**src/rtl/oblique_tree_engine.sv**
```systemverilog
// Oblique decision-tree inference engine: walks a node RAM, taking a signed
// dot product of the latched feature vector against each node's coefficients.

module otree_mac_lane #(
  parameter int FEAT_WIDTH = 8,
  parameter int COEF_WIDTH = 8,
  parameter int OUT_WIDTH  = 20
) (
  input  logic [FEAT_WIDTH-1:0] feat,
  input  logic [COEF_WIDTH-1:0] coef,
  output logic [OUT_WIDTH-1:0]  prod
);
  logic signed [OUT_WIDTH-1:0] f_ext, c_ext;

  // Feature is unsigned, coefficient is two's complement; the product fits OUT_WIDTH.
  assign f_ext = {{(OUT_WIDTH-FEAT_WIDTH){1'b0}}, feat};
  assign c_ext = {{(OUT_WIDTH-COEF_WIDTH){coef[COEF_WIDTH-1]}}, coef};
  assign prod  = f_ext * c_ext;
endmodule

module oblique_tree_engine #(
  parameter int NUM_FEATURES = 5,
  parameter int FEAT_WIDTH   = 8,
  parameter int COEF_WIDTH   = 8,
  parameter int ADDR_WIDTH   = 6,
  parameter int CLASS_WIDTH  = 4,
  parameter int MAX_DEPTH    = 16,
  parameter int ACC_WIDTH    = FEAT_WIDTH + 1 + COEF_WIDTH + $clog2(NUM_FEATURES),
  parameter int NODE_WIDTH   = 1 + NUM_FEATURES*COEF_WIDTH + ACC_WIDTH + 2*ADDR_WIDTH,
  parameter int DEPTH_WIDTH  = $clog2(MAX_DEPTH+1)
) (
  input  logic                               clk,
  input  logic                               rst,
  input  logic                               in_valid,
  output logic                               in_ready,
  input  logic [NUM_FEATURES*FEAT_WIDTH-1:0] in_features,
  output logic                               out_valid,
  input  logic                               out_ready,
  output logic [CLASS_WIDTH-1:0]             out_class,
  output logic                               out_err,
  output logic [DEPTH_WIDTH-1:0]             out_depth,
  input  logic                               cfg_we,
  input  logic [ADDR_WIDTH-1:0]              cfg_addr,
  input  logic [NODE_WIDTH-1:0]              cfg_wdata,
  output logic                               cfg_drop
);
  localparam int RAM_DEPTH = 1 << ADDR_WIDTH;
  localparam int RIGHT_LSB = 0;
  localparam int LEFT_LSB  = ADDR_WIDTH;
  localparam int THR_LSB   = 2*ADDR_WIDTH;
  localparam int COEF_LSB  = THR_LSB + ACC_WIDTH;
  localparam int LEAF_BIT  = NODE_WIDTH - 1;

  localparam logic [1:0] S_IDLE  = 2'd0;
  localparam logic [1:0] S_FETCH = 2'd1;
  localparam logic [1:0] S_EVAL  = 2'd2;
  localparam logic [1:0] S_DONE  = 2'd3;

  logic [1:0]                                state;
  logic [ADDR_WIDTH-1:0]                     addr_q;
  logic [DEPTH_WIDTH-1:0]                    depth_q, depth_nxt;
  logic [NUM_FEATURES-1:0][FEAT_WIDTH-1:0]   feat_q;
  logic [NODE_WIDTH-1:0]                     mem [RAM_DEPTH];
  logic [NODE_WIDTH-1:0]                     node_q;
  logic [NUM_FEATURES-1:0][ACC_WIDTH-1:0]    prod;
  logic signed [ACC_WIDTH-1:0]               sum, thr;
  logic                                      is_leaf, go_left;
  logic [ADDR_WIDTH-1:0]                     left_addr, right_addr;

  // Node RAM: writes only while idle, registered read of the current walk address.
  always_ff @(posedge clk) begin
    if (cfg_we && state == S_IDLE) mem[cfg_addr] <= cfg_wdata;
    node_q <= mem[addr_q];
  end

  genvar g;
  generate
    for (g = 0; g < NUM_FEATURES; g++) begin : g_lane
      otree_mac_lane #(
        .FEAT_WIDTH(FEAT_WIDTH),
        .COEF_WIDTH(COEF_WIDTH),
        .OUT_WIDTH (ACC_WIDTH)
      ) u_lane (
        .feat(feat_q[g]),
        .coef(node_q[COEF_LSB + g*COEF_WIDTH +: COEF_WIDTH]),
        .prod(prod[g])
      );
    end
  endgenerate

  always_comb begin
    sum = '0;
    for (int i = 0; i < NUM_FEATURES; i++) sum = sum + $signed(prod[i]);
  end

  assign thr        = node_q[THR_LSB +: ACC_WIDTH];
  assign is_leaf    = node_q[LEAF_BIT];
  assign left_addr  = node_q[LEFT_LSB +: ADDR_WIDTH];
  assign right_addr = node_q[RIGHT_LSB +: ADDR_WIDTH];
  // Ties go right.
  assign go_left    = sum < thr;
  assign depth_nxt  = depth_q + 1'b1;

  assign in_ready  = (state == S_IDLE) && !rst;
  assign out_valid = (state == S_DONE);

  always_ff @(posedge clk) begin
    if (rst) begin
      state     <= S_IDLE;
      addr_q    <= '0;
      depth_q   <= '0;
      feat_q    <= '0;
      out_class <= '0;
      out_err   <= 1'b0;
      out_depth <= '0;
      cfg_drop  <= 1'b0;
    end else begin
      cfg_drop <= cfg_we && (state != S_IDLE);
      case (state)
        S_IDLE: if (in_valid) begin
          feat_q  <= in_features;
          addr_q  <= '0;
          depth_q <= '0;
          state   <= S_FETCH;
        end
        S_FETCH: state <= S_EVAL;
        S_EVAL: begin
          depth_q <= depth_nxt;
          if (is_leaf) begin
            out_class <= node_q[LEFT_LSB +: CLASS_WIDTH];
            out_err   <= 1'b0;
            out_depth <= depth_nxt;
            state     <= S_DONE;
          end else if (depth_nxt == DEPTH_WIDTH'(MAX_DEPTH)) begin
            out_class <= '0;
            out_err   <= 1'b1;
            out_depth <= depth_nxt;
            state     <= S_DONE;
          end else begin
            addr_q <= go_left ? left_addr : right_addr;
            state  <= S_FETCH;
          end
        end
        S_DONE: if (out_ready) state <= S_IDLE;
        default: state <= S_IDLE;
      endcase
    end
  end
endmodule
```
**config.mk**
```make
export PLATFORM = sky130hd
export DESIGN_NAME = oblique_tree_engine
export DESIGN_NICKNAME = d
export VERILOG_FILES = /design/src/rtl/oblique_tree_engine.sv
export SDC_FILE = /design/constraint.sdc
export NUM_CORES = 2
export LEC_CHECK = 0
export CAP_MARGIN = 30
export CELL_PAD_IN_SITES_DETAIL_PLACEMENT = 1
export CELL_PAD_IN_SITES_GLOBAL_PLACEMENT = 1
export CORE_MARGIN = 2
export CORE_UTILIZATION = 40
export CTS_BUF_LIST = sky130_fd_sc_hd__clkbuf_8 sky130_fd_sc_hd__clkbuf_16
export CTS_CLUSTER_SIZE = 24
export DETAILED_ROUTE_END_ITERATION = 8
export DONT_BUFFER_PORTS = 1
export HOLD_SLACK_MARGIN = 0.15
export MAX_ROUTING_LAYER = met4
export PLACE_DENSITY_LB_ADDON = 0.1
export REMOVE_ABC_BUFFERS = 1
export SYNTH_ARGS = -nofsm -noshare
export SYNTH_HDL_FRONTEND = slang
export SYNTH_HIERARCHICAL = 1
export SYNTH_MEMORY_MAX_BITS = 65536
export SYNTH_SLANG_ARGS = --single-unit
```
**constraint.sdc**
```tcl
create_clock -name clk -period 12 [get_ports clk]
set_input_delay 2.4 -clock clk [delete_from_list [all_inputs] [get_ports clk]]
set_output_delay 2.4 -clock clk [all_outputs]
set_load 0.1 [all_outputs]
```
==> results list <==
- The run finished with clean final reports.
* Post-synthesis cell area: 195,000 µm²
* Clock buffers created by TritonCTS: 534
* Worst hold slack: 0.478 ns
- Clock slew at the register clock pins of the worst setup and hold paths: 0.06 ns
- In this run the worst path has a maximum fanout of 6.
* Horizontal extent of the die: 703 µm
* Congestion Overflow GR: 0
* Portion of total power attributed to sequential cells: 34.9%
- Switching Share: 34.3%
- Period utilization: 81.7%
- The cell sitting at the root of the clock tree is a sky130_fd_sc_hd__clkbuf_16.
- Count of final max-slew check failures: 0
* Class of the most critical hold timing path: register to register
- Worst setup slack after placement: 2.30 ns
- Hold-fix buffer count after cts: 0
* Tightest slew margin relative to the limit: 21.3%
- Entering global routing, the biggest net connects 137 pins.
- Among the stages of the critical path, the cell type that occurs most often is sky130_fd_sc_hd__inv_1.
* H-tree depth: 6
- The pre-antenna-repair detailed-routing pass consisted of 5 iterations.
* Worst-case vdd ir drop: 1.31 mV
- Cells fill 45.6% of the core in the end.
- The die covers 494,000 µm².
* Pwr Density: 244 nW/µm²
- Sum of net half-perimeters after detailed placement: 332 mm
* Synthesis-to-layout area growth: 13.6%
* Std-Cell Rows: 256
- Sort of element at the start of the critical path: register
* Maximum clock rate: 0.102 GHz
* Via count: 95,700
- Clock Latency Late Sink: 1.09 ns
- The largest total area in the synthesized netlist belongs to sky130_fd_sc_hd__edfxtp_1.
- Core Footprint: 486,000 µm²
- In the synthesized netlist, the number of instances is 8,777.
* # port buffers: 0
- Proportion of netlist area held by the largest area contributor: 71.9%
- Nets: 9,790
- Cell area after layout: 222,000 µm²
- Number of flops mapped to enable cells by yosys: 4,672
* Critical path type: register to register
- Number of buffer and inverter instances along the worst setup path: 9
- Family of cells with the greatest summed delay on the critical path: adder cells
- Number of DRC violations after detailed routing: 0
- Register bit count reported by yosys: 4,809
- DRT antenna net count: 0
- Proportion of layout cells with a drive suffix above 1: 27.4%
* Endpoint required time on the critical path: 13.00 ns
- The analysis attributes to net switching a power of 0.0186 W.
* Synth warnings: 6
- Setup slack on the critical path of the routed design comes to 2.19 ns.
- Highest-count cells in the layout ignoring fill and taps: sky130_fd_sc_hd__edfxtp_1, sky130_fd_sc_hd__mux4_2, sky130_fd_sc_hd__inv_1
- Least-Margin Pin Slew: 1.18 ns
* Io pins: 137
* Top area cells in the synthesized netlist: sky130_fd_sc_hd__edfxtp_1, sky130_fd_sc_hd__mux4_2, sky130_fd_sc_hd__fa_1
- Number of global-route vias before repair: 99,900
- After filler insertion, the fill cell instance count of the layout stands at 43,600.
- Seq/Total Area, Yosys: 73.3%
- The internal power of the cells totals 0.0356 W.
- In this design, the stage delay of the slowest critical-path cell is 0.55 ns.
- After the first detailed-routing iteration, the DRC count stood at 12,500.
- STA puts the critical path data arrival time at 10.80 ns.
- After detailed routing, the total wire length is 607 mm.
- Leakage: 69.9 nW
* Setup Skew: 0.0484 ns
* Global router's overall resource usage: 25.4%
- The slowest stage of the critical path is the sky130_fd_sc_hd__fa_1 cell.
* Most frequent standard cell in the layout excluding fill and tap cells: sky130_fd_sc_hd__edfxtp_1
- Combinational Power Share: 35.7%
- Placed insts: 15,100
- Once the floorplan was initialized, standard cells occupied 40.2% of the core.
- After clock tree synthesis, the repair step resized 0 gates.
- Setup violations remaining at the end of the flow were counted as 0.
- Of the total power, the clock network draws 29.5%.
- For this run, the leading register cell type out of synthesis is sky130_fd_sc_hd__edfxtp_1.
- For this design, the sink count on the clock tree is 4,809.
- Routability-driven placement finished with a final weighted congestion of 0.797.
* Height of the die: 703 µm
- In this run, distinct cell masters in the synthesized netlist total 65.
- Vias per std cell: 5.95
- Asr flop ratio synth: 0%
* Number of maximum-capacitance violations: 0
- The worst path needs 9.81 ns of the cycle, external delays included.
* TritonCTS clock tree: yes
- Clock buffer depth: 4
* Setup repair after global routing missed its margin: no
- Avg Synthesized Cell Area: 22.2 µm²
* Number of cells in the finished layout apart from fillers: 16,100
* Wire length of the first global-routing pass: 835 mm
- Hold Fails Final Rpt: 0
- Worst setup EP type: register
- The number of antenna violations at the first check in global routing was 55.
- Summing all placed instances gives a cell area of 205,000 µm².
- Average detailed-routed wire length per instance: 37.7 µm
* Setup Fix Bufs, Post-CTS: 0
sequential cells by signal, summed over array words and instances, names as in the netlist:
name / cells
addr_q: 6
cfg_drop: 1
depth_q: 5
feat_q: 40
mem: 4672
node_q: 73
out_class: 4
out_depth: 5
out_err: 1
state: 2
stage by stage:
| stage | setup TNS (ns) | power [W] |
|---|---|---|
| 2_1_floorplan | -2816.05 | 0.0340 |
| 3_3_place_gp | 0 | 0.0380 |
| 3_5_place_dp | 0 | 0.0385 |
| 4_1_cts | 0 | 0.0546 |
| 5_1_grt | 0 | 0.0576 |
| 6_report | 0 | 0.0542 |
cell families (layout without fill, tap and decap cells):
kind of cell | count (synthesis) | after routing | share of synthesized area [%]
AND/OR/NAND/NOR | 726 | 726 | 1.89
adder cells (fa/ha/maj) | 497 | 497 | 4.11
other | 0 | 35 | 0
XOR/XNOR | 54 | 54 | 0.242
flip-flops | 4809 | 4809 | 73.3
buffers and inverters | 867 | 1697 | 1.78
multiplexers | 1540 | 1540 | 17.7
AO/OA/AOI/OAI | 284 | 284 | 0.986
layer usage:
metal | vias up | global-route usage (%) | wire [µm]
met5 | - | - | 0
met4 | 0 | 4.81 | 11700
met3 | 704 | 4.47 | 48600
met2 | 3721 | 38.9 | 286000
met1 | 54200 | 36.2 | 260000
li1 | 37100 | - | -
power by group through the flow:
stage	sequential (W)	combinational [W]	clock [W]
2_1_floorplan	0.0192	0.0148	0
3_3_place_gp	0.0192	0.0187	0
3_5_place_dp	0.0193	0.0193	0
4_1_cts	0.0189	0.0195	0.0162
5_1_grt	0.0189	0.0219	0.0168
6_report	0.0189	0.0193	0.0160
cells in the mapped netlist, drive strengths merged (16+ instances only):
cell    instances
xor2           19
buf           165
nand3          25
xnor2          35
a211oi         16
fa            241
o21ai          37
mux4         1533
nand2b         30
clkbuf        223
nand2         197
ha            256
edfxtp       4672
inv           475
a21o           22
nor3           31
a21oi         111
dfxtp         137
nor2          142
and2          233
area by class of cell:
| class | instances | area [µm²] | area share (%) |
|---|---|---|---|
| flip-flops and latches | 4809 | 143000 | 64.5 |
| diodes | 35 | 87.6 | 0.0395 |
| clock buffers | 564 | 14000 | 6.32 |
| inverters | 475 | 1780 | 0.804 |
| well taps | 6450 | 8070 | 3.64 |
| multi-input cells | 3101 | 49200 | 22.2 |
| clock inverters | 410 | 2920 | 1.31 |
| repair buffers | 248 | 2600 | 1.17 |
worst paths after layout:
| kind | from | endpoint | slack, ns | cells after the start |
|---|---|---|---|---|
| worst max-delay path | node_q[39] | addr_q[3] | 2.19 | 38 |
| worst min-delay path | node_q[5] | addr_q[5] | 0.48 | 1 |
| worst max register to register | node_q[39] | addr_q[3] | 2.19 | 38 |
| worst min register to register | node_q[5] | addr_q[5] | 0.48 | 1 |
(Power assumes the default switching activity.)
